==> src/rtl/dcache_ctrl_pkg.sv <==
// Shared widths, address field layout and FSM states for the data-cache miss controller.
package dcache_ctrl_pkg;

   localparam int unsigned TAG_W   = 26;
   localparam int unsigned INDEX_W = 2;
   localparam int unsigned LINE_W  = 128;
   localparam int unsigned CNT_W   = 32;

   typedef enum logic [1:0] {
      ST_IDLE,
      ST_WRITEBACK,
      ST_REFILL,
      ST_FILL
   } state_e;

   // Field order matches addr[31:6] tag, [5:4] index, [3:2] word, [1:0] byte.
   typedef struct packed {
      logic [TAG_W-1:0]   tag;
      logic [INDEX_W-1:0] index;
      logic [1:0]         word;
      logic [1:0]         byte_sel;
   } addr_t;

   function automatic addr_t split_addr(input logic [31:0] a);
      return addr_t'(a);
   endfunction

   function automatic logic [31:0] line_addr(input logic [TAG_W-1:0] tag,
                                             input logic [INDEX_W-1:0] index);
      return {tag, index, 4'b0000};
   endfunction

endpackage

==> src/rtl/dcache_ctrl_if.sv <==
// CPU port, cache-array port and memory bus of the miss controller, bundled in one interface.
interface dcache_ctrl_if;
   import dcache_ctrl_pkg::*;

   logic                req_valid;
   logic                req_write;
   logic                req_byte;
   logic [31:0]         req_addr;
   logic [31:0]         req_wdata;
   logic [31:0]         rdata;
   logic                stall;

   logic                cache_write_word;
   logic                cache_write_block;
   logic                cache_byte_access;
   logic [INDEX_W-1:0]  cache_index;
   logic [1:0]          cache_word;
   logic [1:0]          cache_byte;
   logic [TAG_W-1:0]    cache_tag;
   logic [31:0]         cache_word_in;
   logic [LINE_W-1:0]   cache_block_in;
   logic                cache_hit;
   logic                cache_valid;
   logic                cache_dirty;
   logic [31:0]         cache_word_out;
   logic [LINE_W-1:0]   cache_block_out;
   logic [TAG_W-1:0]    cache_tag_out;

   logic                mem_req;
   logic                mem_we;
   logic [31:0]         mem_addr;
   logic [LINE_W-1:0]   mem_wdata;
   logic [LINE_W-1:0]   mem_rdata;
   logic                mem_ack;

   modport master (
      input  req_valid, req_write, req_byte, req_addr, req_wdata,
      output rdata, stall,
      output cache_write_word, cache_write_block, cache_byte_access, cache_index,
      output cache_word, cache_byte, cache_tag, cache_word_in, cache_block_in,
      input  cache_hit, cache_valid, cache_dirty, cache_word_out, cache_block_out, cache_tag_out,
      output mem_req, mem_we, mem_addr, mem_wdata,
      input  mem_rdata, mem_ack
   );

   modport slave (
      output req_valid, req_write, req_byte, req_addr, req_wdata,
      input  rdata, stall,
      input  cache_write_word, cache_write_block, cache_byte_access, cache_index,
      input  cache_word, cache_byte, cache_tag, cache_word_in, cache_block_in,
      output cache_hit, cache_valid, cache_dirty, cache_word_out, cache_block_out, cache_tag_out,
      input  mem_req, mem_we, mem_addr, mem_wdata,
      output mem_rdata, mem_ack
   );

endinterface

==> src/rtl/dcache_ctrl_sat_counter.sv <==
// Performance counter that sticks at all-ones instead of wrapping.
module sat_counter #(
   parameter int unsigned CNT_W = 32
) (
   input  logic             clock,
   input  logic             reset,
   input  logic             inc,
   output logic [CNT_W-1:0] count
);

   logic [CNT_W-1:0] count_q, count_d;

   always_comb begin
      count_d = count_q;
      if (inc && (count_q != '1)) count_d = count_q + 1'b1;
   end

   always_ff @(posedge clock) begin
      if (reset) count_q <= '0;
      else       count_q <= count_d;
   end

   assign count = count_q;

endmodule

==> src/rtl/dcache_ctrl.sv <==
// Miss handler for a 4-line direct-mapped cache: zero-latency hits, dirty-victim
// writeback and line refill over a 128-bit req/ack memory bus.
module dcache_ctrl
   import dcache_ctrl_pkg::*;
(
   input  logic             clock,
   input  logic             reset,
   dcache_ctrl_if.master    bus,
   output logic [CNT_W-1:0] miss_count,
   output logic [CNT_W-1:0] wb_count
);

   state_e            state_q, state_d;
   addr_t             miss_addr_q, miss_addr_d;
   logic [31:0]       victim_addr_q, victim_addr_d;
   logic [LINE_W-1:0] victim_line_q, victim_line_d;
   logic [LINE_W-1:0] fill_line_q, fill_line_d;

   addr_t       req_fields, cur_addr;
   logic        stall, mem_req, mem_we, wr_word, wr_block, miss_inc, wb_inc;
   logic [31:0] mem_addr;

   assign req_fields = split_addr(bus.req_addr);

   always_comb begin
      state_d       = state_q;
      miss_addr_d   = miss_addr_q;
      victim_addr_d = victim_addr_q;
      victim_line_d = victim_line_q;
      fill_line_d   = fill_line_q;
      cur_addr      = miss_addr_q;
      stall         = 1'b0;
      mem_req       = 1'b0;
      mem_we        = 1'b0;
      mem_addr      = '0;
      wr_word       = 1'b0;
      wr_block      = 1'b0;
      miss_inc      = 1'b0;
      wb_inc        = 1'b0;
      unique case (state_q)
         ST_IDLE: begin
            cur_addr = req_fields;
            if (bus.req_valid) begin
               if (bus.cache_hit) begin
                  wr_word = bus.req_write;
               end else begin
                  stall       = 1'b1;
                  miss_inc    = 1'b1;
                  miss_addr_d = req_fields;
                  // Victim must be captured now: the array outputs move once the state leaves IDLE.
                  if (bus.cache_valid && bus.cache_dirty) begin
                     victim_addr_d = line_addr(bus.cache_tag_out, req_fields.index);
                     victim_line_d = bus.cache_block_out;
                     state_d       = ST_WRITEBACK;
                  end else begin
                     state_d = ST_REFILL;
                  end
               end
            end
         end
         ST_WRITEBACK: begin
            stall    = 1'b1;
            mem_req  = 1'b1;
            mem_we   = 1'b1;
            mem_addr = victim_addr_q;
            if (bus.mem_ack) begin
               wb_inc  = 1'b1;
               state_d = ST_REFILL;
            end
         end
         ST_REFILL: begin
            stall    = 1'b1;
            mem_req  = 1'b1;
            mem_addr = line_addr(miss_addr_q.tag, miss_addr_q.index);
            if (bus.mem_ack) begin
               fill_line_d = bus.mem_rdata;
               state_d     = ST_FILL;
            end
         end
         ST_FILL: begin
            stall    = 1'b1;
            wr_block = 1'b1;
            state_d  = ST_IDLE;
         end
         default: state_d = ST_IDLE;
      endcase
   end

   always_ff @(posedge clock) begin
      if (reset) begin
         state_q       <= ST_IDLE;
         miss_addr_q   <= '0;
         victim_addr_q <= '0;
         victim_line_q <= '0;
         fill_line_q   <= '0;
      end else begin
         state_q       <= state_d;
         miss_addr_q   <= miss_addr_d;
         victim_addr_q <= victim_addr_d;
         victim_line_q <= victim_line_d;
         fill_line_q   <= fill_line_d;
      end
   end

   sat_counter #(.CNT_W(CNT_W)) u_miss_cnt (
      .clock (clock),
      .reset (reset),
      .inc   (miss_inc),
      .count (miss_count)
   );

   sat_counter #(.CNT_W(CNT_W)) u_wb_cnt (
      .clock (clock),
      .reset (reset),
      .inc   (wb_inc),
      .count (wb_count)
   );

   assign bus.rdata             = bus.cache_word_out;
   assign bus.stall             = stall;
   assign bus.cache_write_word  = wr_word;
   assign bus.cache_write_block = wr_block;
   assign bus.cache_byte_access = bus.req_byte;
   assign bus.cache_index       = cur_addr.index;
   assign bus.cache_word        = cur_addr.word;
   assign bus.cache_byte        = cur_addr.byte_sel;
   assign bus.cache_tag         = cur_addr.tag;
   assign bus.cache_word_in     = bus.req_wdata;
   assign bus.cache_block_in    = fill_line_q;
   assign bus.mem_req           = mem_req;
   assign bus.mem_we            = mem_we;
   assign bus.mem_addr          = mem_addr;
   assign bus.mem_wdata         = victim_line_q;

endmodule

==> src/flat_wrapper.sv <==
// flat-port wrapper written by rule: the top's interface ports become plain ports
module dcache_ctrl_flat import dcache_ctrl_pkg::*;
  (clock, reset, miss_count, wb_count, bus_req_valid, bus_req_write, bus_req_byte, bus_req_addr, bus_req_wdata, bus_rdata, bus_stall, bus_cache_write_word, bus_cache_write_block, bus_cache_byte_access, bus_cache_index, bus_cache_word, bus_cache_byte, bus_cache_tag, bus_cache_word_in, bus_cache_block_in, bus_cache_hit, bus_cache_valid, bus_cache_dirty, bus_cache_word_out, bus_cache_block_out, bus_cache_tag_out, bus_mem_req, bus_mem_we, bus_mem_addr, bus_mem_wdata, bus_mem_rdata, bus_mem_ack);
  dcache_ctrl_if bus_i ();
  input  logic clock;
  input  logic reset;
  output logic [CNT_W-1:0] miss_count;
  output logic [CNT_W-1:0] wb_count;
  input wire logic [$bits(bus_i.req_valid)-1:0] bus_req_valid;
  input wire logic [$bits(bus_i.req_write)-1:0] bus_req_write;
  input wire logic [$bits(bus_i.req_byte)-1:0] bus_req_byte;
  input wire logic [$bits(bus_i.req_addr)-1:0] bus_req_addr;
  input wire logic [$bits(bus_i.req_wdata)-1:0] bus_req_wdata;
  output wire logic [$bits(bus_i.rdata)-1:0] bus_rdata;
  output wire logic [$bits(bus_i.stall)-1:0] bus_stall;
  output wire logic [$bits(bus_i.cache_write_word)-1:0] bus_cache_write_word;
  output wire logic [$bits(bus_i.cache_write_block)-1:0] bus_cache_write_block;
  output wire logic [$bits(bus_i.cache_byte_access)-1:0] bus_cache_byte_access;
  output wire logic [$bits(bus_i.cache_index)-1:0] bus_cache_index;
  output wire logic [$bits(bus_i.cache_word)-1:0] bus_cache_word;
  output wire logic [$bits(bus_i.cache_byte)-1:0] bus_cache_byte;
  output wire logic [$bits(bus_i.cache_tag)-1:0] bus_cache_tag;
  output wire logic [$bits(bus_i.cache_word_in)-1:0] bus_cache_word_in;
  output wire logic [$bits(bus_i.cache_block_in)-1:0] bus_cache_block_in;
  input wire logic [$bits(bus_i.cache_hit)-1:0] bus_cache_hit;
  input wire logic [$bits(bus_i.cache_valid)-1:0] bus_cache_valid;
  input wire logic [$bits(bus_i.cache_dirty)-1:0] bus_cache_dirty;
  input wire logic [$bits(bus_i.cache_word_out)-1:0] bus_cache_word_out;
  input wire logic [$bits(bus_i.cache_block_out)-1:0] bus_cache_block_out;
  input wire logic [$bits(bus_i.cache_tag_out)-1:0] bus_cache_tag_out;
  output wire logic [$bits(bus_i.mem_req)-1:0] bus_mem_req;
  output wire logic [$bits(bus_i.mem_we)-1:0] bus_mem_we;
  output wire logic [$bits(bus_i.mem_addr)-1:0] bus_mem_addr;
  output wire logic [$bits(bus_i.mem_wdata)-1:0] bus_mem_wdata;
  input wire logic [$bits(bus_i.mem_rdata)-1:0] bus_mem_rdata;
  input wire logic [$bits(bus_i.mem_ack)-1:0] bus_mem_ack;
  assign bus_i.req_valid = bus_req_valid;
  assign bus_i.req_write = bus_req_write;
  assign bus_i.req_byte = bus_req_byte;
  assign bus_i.req_addr = bus_req_addr;
  assign bus_i.req_wdata = bus_req_wdata;
  assign bus_rdata = bus_i.rdata;
  assign bus_stall = bus_i.stall;
  assign bus_cache_write_word = bus_i.cache_write_word;
  assign bus_cache_write_block = bus_i.cache_write_block;
  assign bus_cache_byte_access = bus_i.cache_byte_access;
  assign bus_cache_index = bus_i.cache_index;
  assign bus_cache_word = bus_i.cache_word;
  assign bus_cache_byte = bus_i.cache_byte;
  assign bus_cache_tag = bus_i.cache_tag;
  assign bus_cache_word_in = bus_i.cache_word_in;
  assign bus_cache_block_in = bus_i.cache_block_in;
  assign bus_i.cache_hit = bus_cache_hit;
  assign bus_i.cache_valid = bus_cache_valid;
  assign bus_i.cache_dirty = bus_cache_dirty;
  assign bus_i.cache_word_out = bus_cache_word_out;
  assign bus_i.cache_block_out = bus_cache_block_out;
  assign bus_i.cache_tag_out = bus_cache_tag_out;
  assign bus_mem_req = bus_i.mem_req;
  assign bus_mem_we = bus_i.mem_we;
  assign bus_mem_addr = bus_i.mem_addr;
  assign bus_mem_wdata = bus_i.mem_wdata;
  assign bus_i.mem_rdata = bus_mem_rdata;
  assign bus_i.mem_ack = bus_mem_ack;
  dcache_ctrl u_core (.clock(clock), .reset(reset), .bus(bus_i), .miss_count(miss_count), .wb_count(wb_count));
endmodule
==> config.mk <==
export PLATFORM = sky130hd
export DESIGN_NAME = dcache_ctrl_flat
export DESIGN_NICKNAME = d
export VERILOG_FILES = /design/src/rtl/dcache_ctrl_pkg.sv /design/src/rtl/dcache_ctrl_if.sv /design/src/rtl/dcache_ctrl_sat_counter.sv /design/src/rtl/dcache_ctrl.sv /design/src/flat_wrapper.sv
export SDC_FILE = /design/constraint.sdc
export NUM_CORES = 1
export LEC_CHECK = 0
export ABC_AREA = 1
export BUFFER_PORTS_ARGS = -buffer_cell sky130_fd_sc_hd__buf_2
export CAP_MARGIN = 20
export CELL_PAD_IN_SITES_DETAIL_PLACEMENT = 1
export CELL_PAD_IN_SITES_GLOBAL_PLACEMENT = 1
export CORE_AREA = 2 2 325 327
export CTS_CLUSTER_DIAMETER = 40
export DETAILED_ROUTE_END_ITERATION = 10
export DIE_AREA = 0 0 327 329
export HOLD_SLACK_MARGIN = 0.1
export PLACE_DENSITY = 0.56
export SLEW_MARGIN = 40
export SYNTH_ARGS = -nofsm -noshare
export SYNTH_HDL_FRONTEND = slang
export SYNTH_SLANG_ARGS = --single-unit
==> constraint.sdc <==
create_clock -name clock -period 2 [get_ports clock]
set_input_delay 0.1 -clock clock [delete_from_list [all_inputs] [get_ports clock]]
set_output_delay 0.1 -clock clock [all_outputs]
set_load 0.03 [all_outputs]
Word-level counts from Yosys, hierarchy flattened
Index checks and enable logic that the tools add are counted.
- register bits: 382
- input bits: 387
- add/subtract/negate cells: 2
- eq/ne operators: 9
- multiplexer cells: 20
- bitwise operators: 1
- reductions and logical operators: 10
- operators by type and width (kind ; count):
    32-bit by 1-bit adder with 32-bit output (second input constant) ; 2
    32-bit != test (second input constant) ; 2
    32-bit case mux with 2 select lines ; 1
    32-bit two-way mux ; 1
    1-bit two-way mux ; 11
    2-bit two-way mux ; 5
    2-bit != test (second input constant) ; 4
    2-bit case mux with 4 select lines ; 1
    4-bit AND reduction ; 2
    2-bit equality test (second input constant) ; 2
    1-bit logical AND ; 3
    3-bit AND reduction ; 1
    3-bit OR reduction ; 1
    2-bit by 1-bit equality test with 1-bit output (second input constant) ; 1
    2-bit logical NOT ; 1
    1-bit case mux with 2 select lines ; 1
    2-bit AND reduction ; 1
    2-bit OR reduction ; 1
    1-bit inverter ; 1

Longest topological paths before layout
Gate-level depths: netlist (run 1).
- depth after elaboration: 5
- gate-level depth with buffers: 11
- mapped depth without buffers: 11

By module
From an unflattened synthesis (run 1), not the netlist that was laid out.
- cells, all modules: 2499
- area total of the unflattened synthesis: 17550.6 um^2
- modules (own cells, without submodules) (module ; instances ; cells an instance ; area each (um^2) ; sequential area each (um^2)):
    dcache_ctrl ; 1 ; 1851 ; 13426.6 ; 6366.1
    sat_counter ; 2 ; 324 ; 2062.0 ; 640.6

Worst setup path before layout (run 1)
Ideal clock, no wire load.
- path type: register to output
- start: reg u_core.state_q[1]
- end: out bus_mem_addr[11]
- arrival time: 1.992 ns
- data required time: 1.900 ns
- slack: -0.092 ns
- cell stages (with the launch flop): 7
- buffers on the path: 2
- cell sequence: dfxtp_1 > inv_1 > ha_1 > clkbuf_1 > clkbuf_1 > nand2_1 > a21oi_1
- cells in the longest elaborated chain, start to end: 2
- RTL lines (what ; RTL line ; RTL):
    start: declaration ; dcache_ctrl.sv:13 ; state_e state_q, state_d;
    start signal: assignment ; dcache_ctrl.sv:97 ; state_q <= state_d;
    2-bit equality test / 2-bit by 1-bit equality test with 1-bit output (equally long branches) ; dcache_ctrl.sv:40 ; unique case (state_q)
    32-bit case mux with 2 select lines * ; dcache_ctrl.sv:40 ;
    end: declaration ; flat_wrapper.sv:33 ; output wire logic [$bits(bus_i.mem_addr)-1:0] bus_mem_addr;
Every way passes the cells marked *; elsewhere a longest branch is shown, timed or not.

Final worst setup path (run 1)
- start: reg u_core.state_q[1]
- end: out bus_cache_tag[8]
- cells in the longest elaborated chain, start to end: 2
- RTL lines (what ; RTL line ; RTL):
    2-bit logical NOT ; dcache_ctrl.sv:40 ;
    32-bit two-way mux ; dcache_ctrl.sv:40 ;
    end: declaration ; flat_wrapper.sv:22 ; output wire logic [$bits(bus_i.cache_tag)-1:0] bus_cache_tag;
Every way passes these cells.

==> results of run 1 <==
==> metrics by stage <==
stage	setup TNS (ps)	std cells	total power [mW]
final	-5930	4836	37.6
after global routing	-31650	4835	39.2
after CTS	-8590	4808	36.9
after detailed placement	0	4275	17.7
after global placement	0	4275	17.6
after floorplan	0	2277	14.5
==> layer usage <==
| metal | global-route usage | vias up | wire (um) |
|---|---|---|---|
| li1 | - | 9455 | - |
| met3 | 0.0501 | 190 | 6120 |
| met4 | 0.0684 | 4 | 3000 |
| met2 | 0.259 | 628 | 44000 |
| met5 | 0 | - | 25 |
| met1 | 0.189 | 9473 | 39300 |
==> worst max-delay path, delay by kind of cell, from the launching register on <==
kind	cells	cell delay (ps)
flip-flops	1	380
AO/OA/AOI/OAI	1	160
adder cells (fa/ha/maj)	1	180
buffers and inverters	5	660
==> area by class of cell <==
| type | count | area (sq um) | area share |
|---|---|---|---|
| inverters | 96 | 395 | 0.0129 |
| clock buffers | 121 | 2590 | 0.0846 |
| repair buffers | 1199 | 9370 | 0.306 |
| clock inverters | 48 | 654 | 0.0214 |
| multi-input cells | 1594 | 8200 | 0.268 |
| well taps | 1391 | 1740 | 0.0568 |
| flip-flops and latches | 382 | 7650 | 0.250 |
| diodes | 5 | 12.5 | 0.000409 |
==> synthesized netlist by cell type <==
master    instances
nand3b_1          2
and2_1            3
nand4_1          18
nand2_4           2
a21oi_1         118
buf_1             6
inv_1            92
nor2_4            6
o21ai_0         343
inv_2             4
xnor2_1           1
o21bai_1          1
conb_1            1
nor3_1            5
nor2b_1           1
clkbuf_1         94
buf_4            69
nand2_1         260
nand3_2          24
nor2_1          721
buf_6             8
ha_1              7
nor2_8            1
nand3_1          44
nand3_4           3
buf_2            29
nand2_2           8
dfxtp_1         382
nand3b_4          1
nor2_2            9
xor2_1            2
o21ai_1           9
==> power by group <==
group,switching [mW],total [mW],internal [mW]
registers,0.622,9.30,8.68
clock network,5.04,15.8,10.8
logic,7.96,12.5,4.56
total,13.6,37.6,24.0
==> registers in the layout (all words and copies together), names as in the netlist <==
register and flops:
u_core.u_miss_cnt.count 32, u_core.state_q 2, u_core.victim_addr_q 28, u_core.miss_addr_q 32, u_core.u_wb_cnt.count 32, u_core.bus.cache_block_in 128
u_core.bus.mem_wdata 128
==> timing repair <==
action	in CTS	in global routing
endpoints found under the hold margin	331	0
endpoints found under the setup margin	61	261
setup buffers	13	7
pin swaps	34	68
gates resized for setup	238	269
cloned	10	19
hold buffers	341	0
==> how the worst min path moves through the flow <==
stage | slack, ps | cells past startpoint | start | endpoint
6_report | 200 | 0 | bus_req_byte | bus_cache_byte_access
3_3_place_gp | 200 | 0 | bus_req_wdata[0] | bus_cache_word_in[0]
5_1_grt | 180 | 4 | bus_cache_block_out[126] | u_core.bus.mem_wdata[126]$_SDFFE_PP0P_
4_1_cts | 160 | 4 | bus_cache_block_out[6] | u_core.bus.mem_wdata[6]$_SDFFE_PP0P_
3_5_place_dp | 200 | 0 | bus_req_wdata[0] | bus_cache_word_in[0]
2_1_floorplan | 230 | 2 | bus_cache_tag_out[4] | u_core.victim_addr_q[10]$_SDFFE_PP0P_
==> cells by family (layout without fill, tap and decap cells) <==
family	count (synthesis)	count (layout)	share of synthesized area
other cells	1	9	0.000231
xor+xnor	3	3	0.00162
flops	382	382	0.471
compound gates	471	471	0.145
simple gates	1108	1109	0.284
fa+ha+maj	7	7	0.00540
buf+inv	302	1464	0.0918
==> out/qor.yml, run 1 <==
run_status:
  status: "complete, but fails checks"
  violations: "negative setup slack"
sta:
  hold_viol: 0
  min_period_ps: 2130
  clock.fmax_mhz: 470
  setup_ws_ps: -129
  slew_violations: 0
  skew_ps: 33.7
  rsz0062_at_grt: "true"
  tightest_slew_ps: 540
  setup_viol: 114
  maxSlewHeadroom: 0.639
  whs_ps: 200
  post-route-period-util: 1.06
layout:
  drive_gt1_frac: 0.371
  num-fill-cells: 12468
  layout.cells.most_common: "nor2_1"
  area_delta_synth_final_pct: 88.8
  layout_common_cells: "687 x nor2_1, 644 x buf_2, 380 x dfxtp_1"
  finish.net_count: 3758
  final_area_sq_um: 30600
  fin_util: 0.293
clock_network:
  cts_buffers: 91
  cts-root-buf: "clkbuf_16"
  clk_pin_slew_ps: 40
  cts.path.max_buffers: 3
  clkSinkCount: 382
  clock_latency_ps: 650
  cts_tree: "built"
  htree_levels: 3
routing:
  drc: 0
  wire_per_inst_um: 19.1
  vias_per_cell: 4.08
  totalWireLength_um: 92400
  dr_total_vias: 19750
  drtPass1Iterations: 5
  drtIter0Drc: 941
  antenna_left: 0
global_route:
  grt_max_degree: 82
  grt_antenna_before_repair: 10
  grt_overflow: 0
  globalRouteTotalUtil: 0.158
  grt_pass1_wl_um: 129000
  grt_pass1_vias: 20826
floorplanning:
  fp.dieW_um: 327
  io_pins: 841
  die_h_um: 329
  start_util: 0.155
  rows: 119
  die_area_sq_um: 108000
  coreArea_sq_um: 104000
setup_path:
  crit_top_cell: "buf_12"
  crit_type: "flip-flop to output port"
  rrSetupSlack_ps: -70
  crit_fanout: 8
  crit_start: "u_core.state_q[1]$_SDFFE_PP0P_"
  crit_chain: "inv_6, ha_4, buf_12, buf_12, buf_16, o21ai_4, buf_6"
  crit_end: "bus_cache_tag[8]"
  reg2reg_to: "u_core.bus.mem_wdata[125]$_SDFFE_PP0P_"
  reg2regPathDepth: 12
  end_kind: "output port"
  slowest_delay_ps: 380
  critPathSlowestCell: "dfxtp_4"
  rr_startpoint: "u_core.state_q[1]$_SDFFE_PP0P_"
  critPathArrivalTime_ps: 2030
  worstPathRequired_ps: 1900
  start_kind: "flip-flop"
yosys:
  ys_types: 32
  synth_warnings: 0
  synth_area_leader_cell: "dfxtp_1"
  postSynthAreaPerCell_sq_um: 7.13
  synth.cell_area_sq_um: 16200
  ys_seq_elements: 382
  synth_top_area_frac: 0.471
  syn_inst: 2274
  yosys-top-cells-area: "dfxtp_1 47%, nor2_1 17%, o21ai_0 11%"
  ys_seq_area_frac: 0.471
placed_design:
  dp_slack_ps: 115
  port_buffers: 706
  globalplace.congestion: 0.814
  placed_area_sq_um: 21600
  dpl.hpwl_um: 59000
power_and_ir_drop:
  p_leak_nw: 14.1
  p_per_area_nw_per_um2: 1230
  vdd_ir_drop_max_uv: 602
job:
  cap_violations: 0
hold_path:
  min_path_type: "input pin to output port"
(Power assumes the default switching activity.)
==> run 2, diff against run 1 <==
--- a/config.mk
+++ b/config.mk
@@ -15,7 +15,7 @@
 export DETAILED_ROUTE_END_ITERATION = 10
 export DIE_AREA = 0 0 327 329
 export HOLD_SLACK_MARGIN = 0.1
-export PLACE_DENSITY = 0.56
+export PLACE_DENSITY_LB_ADDON = 0.12
 export SLEW_MARGIN = 40
 export SYNTH_ARGS = -nofsm -noshare
 export SYNTH_HDL_FRONTEND = slang
==> run 2 against run 1 <==
Against the previous run:
- the run still ends with negative setup slack left
- clock-buffer cell count increased by 19
- clock skew hardly changed
- highest routed layer unchanged
- utilization grew 0.45 points
- register-to-register slack better by 80 ps
- sequential share of layout area down 0.38 points
- global-route usage up 0.34 points
- critical path type unchanged
- combinational power increased by 3%
- first-iteration DRC count fell by 25%
- critical endpoint is now bus_mem_addr[4]
- largest cell class unchanged
- total power up 3.3%
==> out/qor.yml, run 2 (same netlist as run 1, synthesis figures left out) <==
run_status:
  status: "complete, but fails checks"
  violations: "negative setup slack"
power_and_ir_drop:
  vdd_ir_drop_max_uv: 637
  p_leak_nw: 14.0
  p_per_area_nw_per_um2: 1250
floorplanning:
  coreArea_sq_um: 104000
  die_h_um: 329
  io_pins: 841
  start_util: 0.155
  die_area_sq_um: 108000
  rows: 119
  fp.dieW_um: 327
setup_path:
  crit_chain: "inv_6, ha_4, clkinvlp_4, buf_12, buf_16, a21oi_4, buf_6"
  end_kind: "output port"
  start_kind: "flip-flop"
  cpLargestDelayFamily: "buffers and inverters"
  crit_type: "flip-flop to output port"
  critPathArrivalTime_ps: 2120
  critPathSlowestCell: "dfxtp_4"
  cp_num_buf_inv: 5
  crit_fanout: 7
  slowest_delay_ps: 360
  worstPathRequired_ps: 1900
routing:
  wire_per_inst_um: 19.7
  drc: 0
  totalWireLength_um: 96000
  dr_total_vias: 19755
  drtPass1Iterations: 5
  met3WireLength_um: 6000
  wl_met1_um: 39800
  drtIter0Drc: 707
  route.met2.wl_um: 46200
  topRoutingLayerUsed: "met5"
  antenna_left: 0
  vias_per_cell: 4.06
global_route:
  globalRouteTotalUtil: 0.161
  grt_pass1_wl_um: 132000
  grt_overflow: 0
  grt_pass1_vias: 21036
  grt_antenna_before_repair: 10
  grt_max_degree: 83
sta:
  rsz0062_at_grt: "true"
  min_period_ps: 2220
  tightest_slew_ps: 679
  hold_viol: 0
  maxSlewHeadroom: 0.542
  whs_ps: 176
  post-route-period-util: 1.11
  setup_tns_ps: -5610
  clock.fmax_mhz: 451
  setup_viol: 51
  slew_violations: 0
  setup_ws_ps: -219
  skew_ps: 33.6
clock_network:
  clk_pin_slew_ps: 50
  clock_latency_ps: 690
  clkSinkCount: 382
  htree_levels: 3
  cts.path.max_buffers: 3
  cts_tree: "built"
  cts-root-buf: "clkbuf_16"
  cts_buffers: 102
layout:
  area_delta_synth_final_pct: 91.7
  finish.net_count: 3785
  drive_gt1_frac: 0.377
  num-fill-cells: 12407
  layout_common_cells: "679 x nor2_1, 644 x buf_2, 380 x dfxtp_1"
  layout.cells.most_common: "nor2_1"
placed_design:
  dpl.hpwl_um: 63400
  port_buffers: 706
  dp_slack_ps: 95.2
  globalplace.congestion: 0.828
hold_path:
  min_path_type: "input pin to flip-flop"
job:
  cap_violations: 0
## run 2: power breakdown
| group | total [mW] | switching [mW] | internal, mW |
|---|---|---|---|
| clock network | 16.7 | 5.45 | 11.2 |
| logic | 12.9 | 7.94 | 4.99 |
| registers | 9.24 | 0.558 | 8.68 |
| total | 38.8 | 13.9 | 24.9 |
## run 2: per-stage QoR
| stage | util | std cells | area, sq um | power, mW |
|---|---|---|---|---|
| final | 0.298 | 4869 | 31100 | 38.8 |
| after global routing | 0.298 | 4868 | 31100 | 40.6 |
| after CTS | 0.284 | 4817 | 29600 | 38.5 |
| after detailed placement | 0.205 | 4267 | 21400 | 17.8 |
| after global placement | 0.205 | 4267 | 21400 | 17.7 |
| after floorplan | - | 2277 | 16300 | 14.5 |
## run 2: final cells by class
type | instances | area [sq um] | area share
repair buffers | 1216 | 9600 | 0.309
well taps | 1391 | 1740 | 0.0560
flip-flops and latches | 382 | 7650 | 0.246
diodes | 2 | 5.00 | 0.000161
clock buffers | 140 | 2970 | 0.0954
inverters | 96 | 407 | 0.0131
clock inverters | 49 | 578 | 0.0186
multi-input cells | 1593 | 8150 | 0.262
## run 2: worst min-delay path, stage by stage
cell	delay [ps]
dlygate4sd3_1	520
buf_2	90
nor2_1	30
nor2_1	80
## run 2: final timing paths
kind | startpoint | endpoint | slack [ps] | cells past startpoint
max reg2reg | u_core.state_q[1]$_SDFFE_PP0P_ | u_core.bus.mem_wdata[97]$_SDFFE_PP0P_ | 10 | 11
max | u_core.state_q[1]$_SDFFE_PP0P_ | bus_mem_addr[4] | -220 | 7
min reg2reg | u_core.bus.cache_block_in[100]$_SDFFE_PP0P_ | u_core.bus.cache_block_in[100]$_SDFFE_PP0P_ | 470 | 2
min | bus_cache_block_out[38] | u_core.bus.mem_wdata[38]$_SDFFE_PP0P_ | 180 | 4
## run 2: layer usage
layer / global-route usage / vias up
met1: 0.193 / 9461
met2: 0.267 / 596
li1: - / 9491
met3: 0.0485 / 195
met4: 0.0688 / 12
met5: 0 / -
## run 2: repair_timing
item	in CTS	in global routing
hold buffers	327	0
buffers inserted	23	28
gates resized for setup	256	234
cloned	11	27
pin swaps	33	33
setup endpoints to repair	62	267
hold endpoints to repair	329	0
